**config.mk**
```make
export PLATFORM = sky130hd
export DESIGN_NAME = alu
export DESIGN_NICKNAME = d
export VERILOG_FILES = /design/src/rtl/alu.sv
export SDC_FILE = /design/constraint.sdc
export NUM_CORES = 1
export LEC_CHECK = 0
export CELL_PAD_IN_SITES_DETAIL_PLACEMENT = 0
export CELL_PAD_IN_SITES_GLOBAL_PLACEMENT = 1
export CORE_MARGIN = 2
export CORE_UTILIZATION = 35
export DETAILED_ROUTE_END_ITERATION = 10
export PLACE_DENSITY = 0.77
export SLEW_MARGIN = 10
export SYNTH_ARGS = -nofsm -noshare
export SYNTH_HDL_FRONTEND = slang
export SYNTH_SLANG_ARGS = --single-unit
```
**constraint.sdc**
```tcl
create_clock -name clk -period 4.15 [get_ports clk]
set_input_delay 0.415 -clock clk [delete_from_list [all_inputs] [get_ports clk]]
set_output_delay 0.415 -clock clk [all_outputs]
set_load 0.02 [all_outputs]
```
**src/rtl/alu.sv**
```systemverilog
// Registered 32-bit integer ALU: combines a zero-extended 8-bit operand with a
// 32-bit operand under a 3-bit opcode and presents the result one clock later.
module alu (
    input  logic        clk,
    input  logic        rst,
    input  logic [7:0]  num1,
    input  logic [31:0] num2,
    input  logic [2:0]  op,
    output logic [31:0] ans
);

    typedef enum logic [2:0] {
        OP_ADD  = 3'b000,
        OP_SUB  = 3'b001,
        OP_AND  = 3'b010,
        OP_OR   = 3'b011,
        OP_NOT  = 3'b100,
        OP_SLT  = 3'b101,
        OP_RSV6 = 3'b110,
        OP_RSV7 = 3'b111
    } op_e;

    logic [31:0] a32;
    logic [31:0] ans_d;
    logic [31:0] ans_q;
    logic        slt_bit;
    op_e         op_sel;

    assign a32    = {24'b0, num1};
    assign op_sel = op_e'(op);

    // a32 is never negative, so the signed compare only matters for negative num2
    assign slt_bit = $signed(a32) < $signed(num2);

    always_comb begin
        ans_d = 32'h0;
        case (op_sel)
            OP_ADD:  ans_d = a32 + num2;
            OP_SUB:  ans_d = a32 - num2;
            OP_AND:  ans_d = a32 & num2;
            OP_OR:   ans_d = a32 | num2;
            OP_NOT:  ans_d = ~a32;
            OP_SLT:  ans_d = {31'b0, slt_bit};
            OP_RSV6: ans_d = 32'h0;
            OP_RSV7: ans_d = 32'h0;
            default: ans_d = 32'h0;
        endcase
    end

    always_ff @(posedge clk) begin
        if (rst) begin
            ans_q <= 32'h0;
        end else begin
            ans_q <= ans_d;
        end
    end

    assign ans = ans_q;

endmodule

```
Yosys cells after proc, flatten, opt, wreduce, memory -nomap -nowiden

Cells that the tools add are included.

Register bits after elaboration: 32
Input bits: 45
Output and inout bits: 32
Logic and storage cells: 17

Add/sub/neg operators: 2
$lt $le $gt $ge: 1
Equal/unequal tests: 7
Multiplexer cells: 1
Bitwise gates (word level): 3
Reduce and logical (&&, ||, !) cells: 2

Operators by type and width:

| cell               | count |
|---|---|
| $pmux 32 s7        | 1 |
| $add 8x32->32      | 1 |
| $and 8x32->32      | 1 |
| $lt 9x32->1        | 1 |
| $not 8->32         | 1 |
| $or 8x32->32       | 1 |
| $sub 8x32->32      | 1 |
| $eq 3x3->1 const B | 4 |
| $eq 3x2->1 const B | 2 |
| $eq 3x1->1 const B | 1 |
| $logic_not 3->1    | 1 |
| $reduce_or 2->1    | 1 |

Depth between registers and ports, before layout

Gate-level depths: netlist of run 1.

Depth in word-level cells: 3
Depth in mapped cells: 16

Worst setup path before layout of run 1

OpenSTA, ideal clock, no wires.

Path type: input-to-reg
From: input op[2]
To: register ans_q[24] (netlist: ans[24])
Library setup time: 86 ps
Data arrival time: 4051 ps
Data required time: 4064 ps
Slack: 13 ps
Cell stages on the path: 16
Cell sequence: clkbuf_1 > or3b_2 > buf_2 > buf_1 > clkbuf_1 > o31ai_1 > xnor2_1 > ha_1 > o21ai_0 > a22oi_1 > a21boi_1 > a21boi_2 > nand2_1 > or3b_4 > o31a_1 > a221oi_2

Cells in the longest elaborated chain, start to end: 3
Elaborated cells on any way between the ends: 10
Classes of those cells: 7 x eq/ne; 1 x mux; 2 x reduce/logical

RTL lines:

| what                             | RTL line | source |
|---|---|---|
| start: declaration               | 8        | `input logic [2:0] op,` |
| $eq 3x3->1                       | 37       | `case (op_sel)` |
| $reduce_or 2->1 (no source line) | -        |  |
| $pmux 32 s7 *                    | 37       |  |
| end signal: assignment           | 54       | `ans_q <= ans_d;` |
| end: declaration                 | 25       | `logic [31:0] ans_q;` |

Every way passes the cells marked *; elsewhere a longest branch is shown, timed or not.
A chain may end at the register's enable or synchronous reset.

Worst setup path after layout of run 1

From: input num2[1]
To: register ans_q[28] (netlist: ans[28])

Cells in the longest elaborated chain, start to end: 2
Elaborated cells on any way between the ends: 3
Classes of those cells: 2 x add/sub; 1 x mux

RTL lines:

| what                                           | RTL line | source |
|---|---|---|
| start: declaration                             | 7        | `input logic [31:0] num2,` |
| $sub 8x32->32 or $add 8x32->32 (tied branches) | 39, 38   |  |
| $pmux 32 s7 *                                  | 37       |  |

Marks and branches as above.

==> results of run 1 <==
## tightest hold or removal path, delay by kind of cell
kind | cells | cell delay (ns)
buffers and inverters | 1 | 0.48
AOI/OAI and AO/OA | 2 | 0.24
## metal layers
layer  share of wire, %  track usage [%]  vias up
met5                  0                0        -
met4                1.9             7.69        0
met3                6.9             3.62       19
met2                 43             35.7      191
met1                 48             34.8     2066
li1                   -                -     2118
## layout make-up
type,instances,area (um2)
inverter,29,109
clock buffer,8,90.1
tap,140,175
timing repair buffer,118,1080
multi-input combinational,425,3020
fill,1084,5730
sequential,32,641
## logic make-up after synthesis
| kind of cell | count (synthesis) |
|---|---|
| AO/OA/AOI/OAI | 159 |
| XOR/XNOR | 46 |
| adder cells (fa/ha/maj) | 33 |
| buffers and inverters | 65 |
| flip-flops | 32 |
| multiplexers | 11 |
| AND/OR/NAND/NOR | 176 |
## synth_stat cells, drive strengths merged, types with 4 or more instances
library cell / count / area share [%]
nor2: 46 / 4.4
a21oi: 44 / 5.6
nand2: 33 / 3.2
dfxtp: 32 / 16
ha: 32 / 10
inv: 29 / 2.8
xnor2: 29 / 6.5
clkbuf: 27 / 2.6
o21ai: 27 / 3.5
nor3: 20 / 2.6
nor4: 18 / 4.1
xor2: 17 / 3.8
a31oi: 13 / 2.1
nand4: 13 / 2.5
mux2i: 11 / 2.8
o31ai: 10 / 1.9
buf: 9 / 1.3
a211oi: 7 / 1.3
nand3: 7 / 1.0
o211ai: 6 / 1.2
o22ai: 6 / 0.96
o41ai: 6 / 1.5
nand4b: 5 / 1.1
or4: 5 / 0.96
a21boi: 4 / 0.87
and4: 4 / 0.90
nand2b: 4 / 0.64
nor3b: 4 / 0.77
o21bai: 4 / 0.77
## power by group through the flow
stage | Clock, uW | Sequential, uW | Combinational [uW]
after floorplan | 0 | 373 | 257
after global placement | 0 | 343 | 496
after detailed placement | 0 | 344 | 495
after CTS | 281 | 337 | 499
after global routing | 290 | 338 | 548
final | 271 | 337 | 505
## how the worst max path moves through the flow
stage	startpoint	end	slack [ns]
5_1_grt	num2[1]	ans[28]$_SDFF_PP0_	0.04
3_5_place_dp	num2[1]	ans[25]$_SDFF_PP0_	-0.01
3_3_place_gp	num2[1]	ans[25]$_SDFF_PP0_	-0.08
6_report	num2[1]	ans[28]$_SDFF_PP0_	0.28
4_1_cts	num2[1]	ans[25]$_SDFF_PP0_	0.20
2_1_floorplan	op[2]	ans[24]$_SDFF_PP0_	0.01
## per-stage QoR
step / util, % / area [um2] / cells / setup WS, ns / total power [uW]
final: 47.1 / 5110 / 752 / 0.283 / 1110
after detailed placement: 46.2 / 5010 / 744 / -0.0139 / 839
after global placement: 46.2 / 5010 / 744 / -0.0810 / 839
after CTS: 47.0 / 5100 / 752 / 0.199 / 1120
after floorplan: - / 3900 / 522 / 0.0129 / 630
after global routing: 47.1 / 5110 / 752 / 0.0431 / 1180
## placed cells by master (no fill, tap or decap), types with 12 or more instances in the layout
cell type         n
nor4_1           12
dfxtp_1          32
nand4_1          12
a31oi_1          13
a21oi_1          44
nand2_1          32
nor3_1           20
nor2_1           46
inv_1            29
buf_4            42
xnor2_1          29
ha_1             32
o21ai_0          27
clkdlybuf4s50_1  76
xor2_1           17
## what timing repair did
action                                  in CTS  in global routing
setup buffers                                0                  0
gates resized for setup                      0                  2
endpoints found under the setup margin       0                  1
==> flow_metrics.env, run 1 <==
export IMPL_status="finished clean"
export IMPL_worstPathMaxFanout=6
export IMPL_power_leakage_uw=0.00192
export IMPL_syn_area_per_cell_um2=7.48
export IMPL_synth_xor_area_share_pct=10.3
export IMPL_dr_pass1_iters=5
export IMPL_hp_start="num2[26]"
export IMPL_tightestPinTransition_ns=0.789
export IMPL_grt_pass1_wl_um=22000
export IMPL_worstPathRequired_ns=4.36
export IMPL_cap_violations=0
export IMPL_grt_start_max_net_pins=35
export IMPL_grt_pass1_vias=3977
export IMPL_routedWlPerCell_um=18.7
export IMPL_num_nets_final=689
export IMPL_wl_um=14100
export IMPL_finalSetupTns_ns=0
export IMPL_hold_end="ans[26]$_SDFF_PP0_"
export IMPL_synth_top_family_by_area="compound AO/OA/AOI/OAI gates"
export IMPL_vdd_drop_max_mv=0.102
export IMPL_switchingPower_uw=426
export IMPL_p_int_uw=687
export IMPL_start_util_pct=36.0
export IMPL_grt_use_total_pct=23.9
export IMPL_switching_share_pct=38.3
export IMPL_path_cells="clkdlybuf4s50_1 > inv_1 > ha_1 > nor4b_4 > a21oi_1 > xnor2_1 > ha_1 > o21ai_0 > a22oi_1 > a21boi_1 > a21boi_2 > nand2_1 > or3b_4 > or3_1 > o221ai_1"
export IMPL_drt_first_iter_violations=319
export IMPL_holdWs_ns=0.896
export IMPL_antenna_left=0
export IMPL_cp_common_cell="ha_1"
export IMPL_core_area_um2=10800
export IMPL_max_stage_delay_ns=0.50
export IMPL_largest_reg_flops=32
export IMPL_yosys_area_share_simple_pct=25.9
export IMPL_synth_async_reset_ratio_pct=0
export IMPL_io_buffers=76
export IMPL_synth_compound_area_share_pct=27.2
export IMPL_drive_above_1_share_pct=11.6
export IMPL_critPathTopFamily="simple AND/OR/NAND/NOR gates"
export IMPL_hpwlAfterDp_um=10700
export IMPL_maxSlewHeadroom_pct=47.2
export IMPL_hp_class="in2reg"
export IMPL_cp_end_kind="register"
export IMPL_pwr_share_seq_pct=30.3
export IMPL_numCtsBuffers=5
export IMPL_syn_nets=600
export IMPL_fmax_mhz=259
export IMPL_synth_cell_types=71
export IMPL_start_kind="primary input"
export IMPL_clk_pin_slew_ns=0.07
export IMPL_synthToLayoutAreaGrowth_pct=30.9
export IMPL_ys_ff_latch=32
export IMPL_finalHoldViolCount=0
export IMPL_finalCritPeriodShare_pct=93.2
export IMPL_clockBufferDepth=2
export IMPL_clock_sinks=32
export IMPL_synth_edf_count=0
export IMPL_grt_antenna_before_repair=0
export IMPL_die_area_um2=12000
export IMPL_crit_path_top_delay_cell="clkdlybuf4s50_1"
export IMPL_vias_per_cell=5.84
export IMPL_seq_area_frac_synth_pct=16.4
export IMPL_diodes=0
export IMPL_synthMuxAreaShare_pct=2.82
export IMPL_num_io_pins=77
export IMPL_finalSetupViolations=0
export IMPL_p_clk_share_pct=24.3
export IMPL_yosysWarnings=0
export IMPL_cellPowerDensity_nw_per_um2=218
export IMPL_critical_path_class="in2reg"
export IMPL_yosys_most_used_dff="dfxtp_1"
export IMPL_combPwrFrac_pct=45.4
export IMPL_fp_dieW_um=110
export IMPL_synthCells=522
export IMPL_worstSetupPathDepth=15
export IMPL_layout_min_cycle_time_ns=3.87
export IMPL_cts_root_buf="clkbuf_8"
export IMPL_drcViolationCount=0
export IMPL_num_rows=38
export IMPL_postCtsHoldBufs=0
export IMPL_drv_slew=0
export IMPL_rsz0062_at_grt="false"
export IMPL_synth_fa_ha_area_share_pct=10.8
export IMPL_hold_depth=3
export IMPL_via_count=4394
export IMPL_critPathArrivalTime_ns=4.08
export IMPL_path_buf_inv=2
export IMPL_netlist_area_um2=3900
export IMPL_tritoncts="done"
export IMPL_die_y_um=110
export IMPL_place_congestion=0.925
export IMPL_gr_total_overflow=0
export IMPL_h_tree_depth=2
Note: power is estimated with default switching activity, not from simulation.
==> inputs of run 2 (changes only) <==
--- a/config.mk
+++ b/config.mk
@@ -12,2 +12,3 @@
 export DETAILED_ROUTE_END_ITERATION = 10
+export HOLD_SLACK_MARGIN = 0.02
 export PLACE_DENSITY = 0.77
==> constraint.sdc (replaced) <==
create_clock -name clk -period 4.15 [get_ports clk]
set_input_delay 0.6225 -clock clk [delete_from_list [all_inputs] [get_ports clk]]
set_output_delay 0.6225 -clock clk [all_outputs]
set_load 0.02 [all_outputs]
==> run 2 against run 1 <==
Flip-flop and latch count unchanged. Routed wire length increased by 4.1%. Maximum frequency decreased by 1.6%. Combinational power grew 5.3%. Sequential share of layout area shrank 0.52 points. First-iteration DRC count is 31% higher. Critical path type unchanged. Largest cell class unchanged.
==> flow_metrics.env, run 2 (synthesis gave the netlist of run 1 again) <==
export IMPL_clockBufferDepth=2
export IMPL_via_count=4565
export IMPL_layout_min_cycle_time_ns=3.93
export IMPL_placed_area_um2=5200
export IMPL_routedWlPerCell_um=18.9
export IMPL_grt_start_max_net_pins=36
export IMPL_io_buffers=76
export IMPL_start_kind="primary input"
export IMPL_die_y_um=110
export IMPL_fill_cells=1086
export IMPL_layout_commonest_cell="clkdlybuf4s50_1"
export IMPL_worstPathMaxFanout=6
export IMPL_cts_setup_buffers=0
export IMPL_largest_reg_flops=32
export IMPL_rsz0062_at_grt="false"
export IMPL_critical_path_class="in2reg"
export IMPL_path_cells="clkdlybuf4s50_1 > or3b_2 > nor2_1 > a21oi_1 > fa_1 > a21o_1 > a21oi_1 > a21boi_4 > a21boi_4 > nand2_1 > buf_4 > nor2_1 > o311a_1 > o41ai_1"
export IMPL_max_stage_delay_ns=0.56
export IMPL_fin_cells=775
export IMPL_power_leakage_uw=0.00205
export IMPL_dr_pass1_iters=7
export IMPL_hold_depth=3
export IMPL_final_cell_mix="clkdlybuf4s50_1, buf_4, nor2_1, a21oi_1"
export IMPL_status="finished clean"
export IMPL_num_io_pins=77
export IMPL_cellPowerDensity_nw_per_um2=229
export IMPL_finalSetupTns_ns=0
export IMPL_num_nets_final=712
export IMPL_drt_first_iter_violations=418
export IMPL_cap_violations=0
export IMPL_grt_use_total_pct=24.9
export IMPL_clock_sinks=32
export IMPL_drcViolationCount=0
export IMPL_fmax_mhz=254
export IMPL_vias_per_cell=5.89
export IMPL_cp_end_kind="register"
export IMPL_drive_above_1_share_pct=15.1
export IMPL_clk_pin_slew_ns=0.08
export IMPL_tritoncts="done"
export IMPL_vdd_drop_max_mv=0.161
export IMPL_diodes=0
export IMPL_finalHoldViolCount=0
export IMPL_synthToLayoutAreaGrowth_pct=36.6
export IMPL_cts_root_buf="clkbuf_8"
export IMPL_grt_antenna_before_repair=0
export IMPL_h_tree_depth=2
export IMPL_worstPathRequired_ns=4.33
export IMPL_fp_dieW_um=110
export IMPL_start_util_pct=36.0
export IMPL_gr_total_overflow=0
export IMPL_core_area_um2=10800
export IMPL_hp_class="in2reg"
export IMPL_drv_slew=0
export IMPL_num_rows=38
export IMPL_hpwlAfterDp_um=11300
export IMPL_crit_path_top_delay_cell="or3b_2"
export IMPL_design_area_um2=5330
export IMPL_grt_pass1_vias=4116
export IMPL_numCtsBuffers=5
export IMPL_critPathArrivalTime_ns=4.11
export IMPL_wl_um=14700
export IMPL_grt_pass1_wl_um=23000
export IMPL_die_area_um2=12000
export IMPL_place_congestion=0.938
export IMPL_tightestPinTransition_ns=0.597
export IMPL_place_inst=767
export IMPL_maxSlewHeadroom_pct=59.8
export IMPL_antenna_left=0
export IMPL_finalSetupViolations=0
export IMPL_finalCritPeriodShare_pct=94.7
-- run 2: changes by cell type in the layout (fill, tap and decap cells not counted), sizes merged --
cell    previous run  this run
bufinv             0         1
buf               42        65
clkbuf             8         7
-- run 2: layer usage --
| layer | routed length (um) | part of all wire [%] | GRT usage (%) |
|---|---|---|---|
| met4 | 266 | 1.8 | 6.69 |
| met2 | 6250 | 43 | 36.1 |
| met5 | 0 | 0 | 0 |
| met3 | 1180 | 8.0 | 2.96 |
| met1 | 6980 | 48 | 38.3 |
-- run 2: cell type report --
class / instances / area, um2 / share of cell area (%)
Sequential cell: 32 / 641 / 12.0
Timing Repair Buffer: 141 / 1250 / 23.4
Clock buffer: 7 / 96.3 / 1.81
Inverter: 29 / 109 / 2.04
Multi-Input combinational cell: 425 / 3030 / 56.9
Tap cell: 140 / 175 / 3.28
Clock inverter: 1 / 30.0 / 0.563
-- run 2: critical path: cells and delay by family --
kind,cells,cell delay [ns]
AOI/OAI and AO/OA,7,1.48
adders and majority gates,1,0.45
buffers and inverters,2,0.63
and+or+nand+nor,4,0.92
-- run 2: where the power goes --
part | internal (uW) | switching [uW] | total [uW]
logic | 238 | 294 | 532
clock network | 212 | 142 | 355
registers | 330 | 5.94 | 336
total | 780 | 442 | 1220
-- run 2: final timing paths --
check	start	to	slack, ns
worst min-delay path	num2[23]	ans[23]$_SDFF_PP0_	1.12
worst max-delay path	op[0]	ans[16]$_SDFF_PP0_	0.22
-- run 2: through the flow --
stage / hold slack (ns) / setup WS [ns] / power [uW] / utilization (%)
6_report: 1.12 / 0.219 / 1220 / 49.2
5_1_grt: 1.17 / 0.0253 / 1290 / 49.2
4_1_cts: 1.11 / 0.237 / 1220 / 49.1
3_5_place_dp: 1.42 / -0.0589 / 865 / 48.0
3_3_place_gp: 1.41 / 0.0318 / 864 / 48.0
2_1_floorplan: 0.782 / 0.0198 / 636 / -
-- run 2: repair_timing --
item,CTS,global route
hold buffers,0,0
resized for setup,0,1
setup endpoints to repair,0,1
==> inputs of run 3 (changes only) <==
CTS_CLUSTER_SIZE = 20   (was unset)
==> results of run 3 <==
Final layout, timing and power as in run 2 (identical DEF).
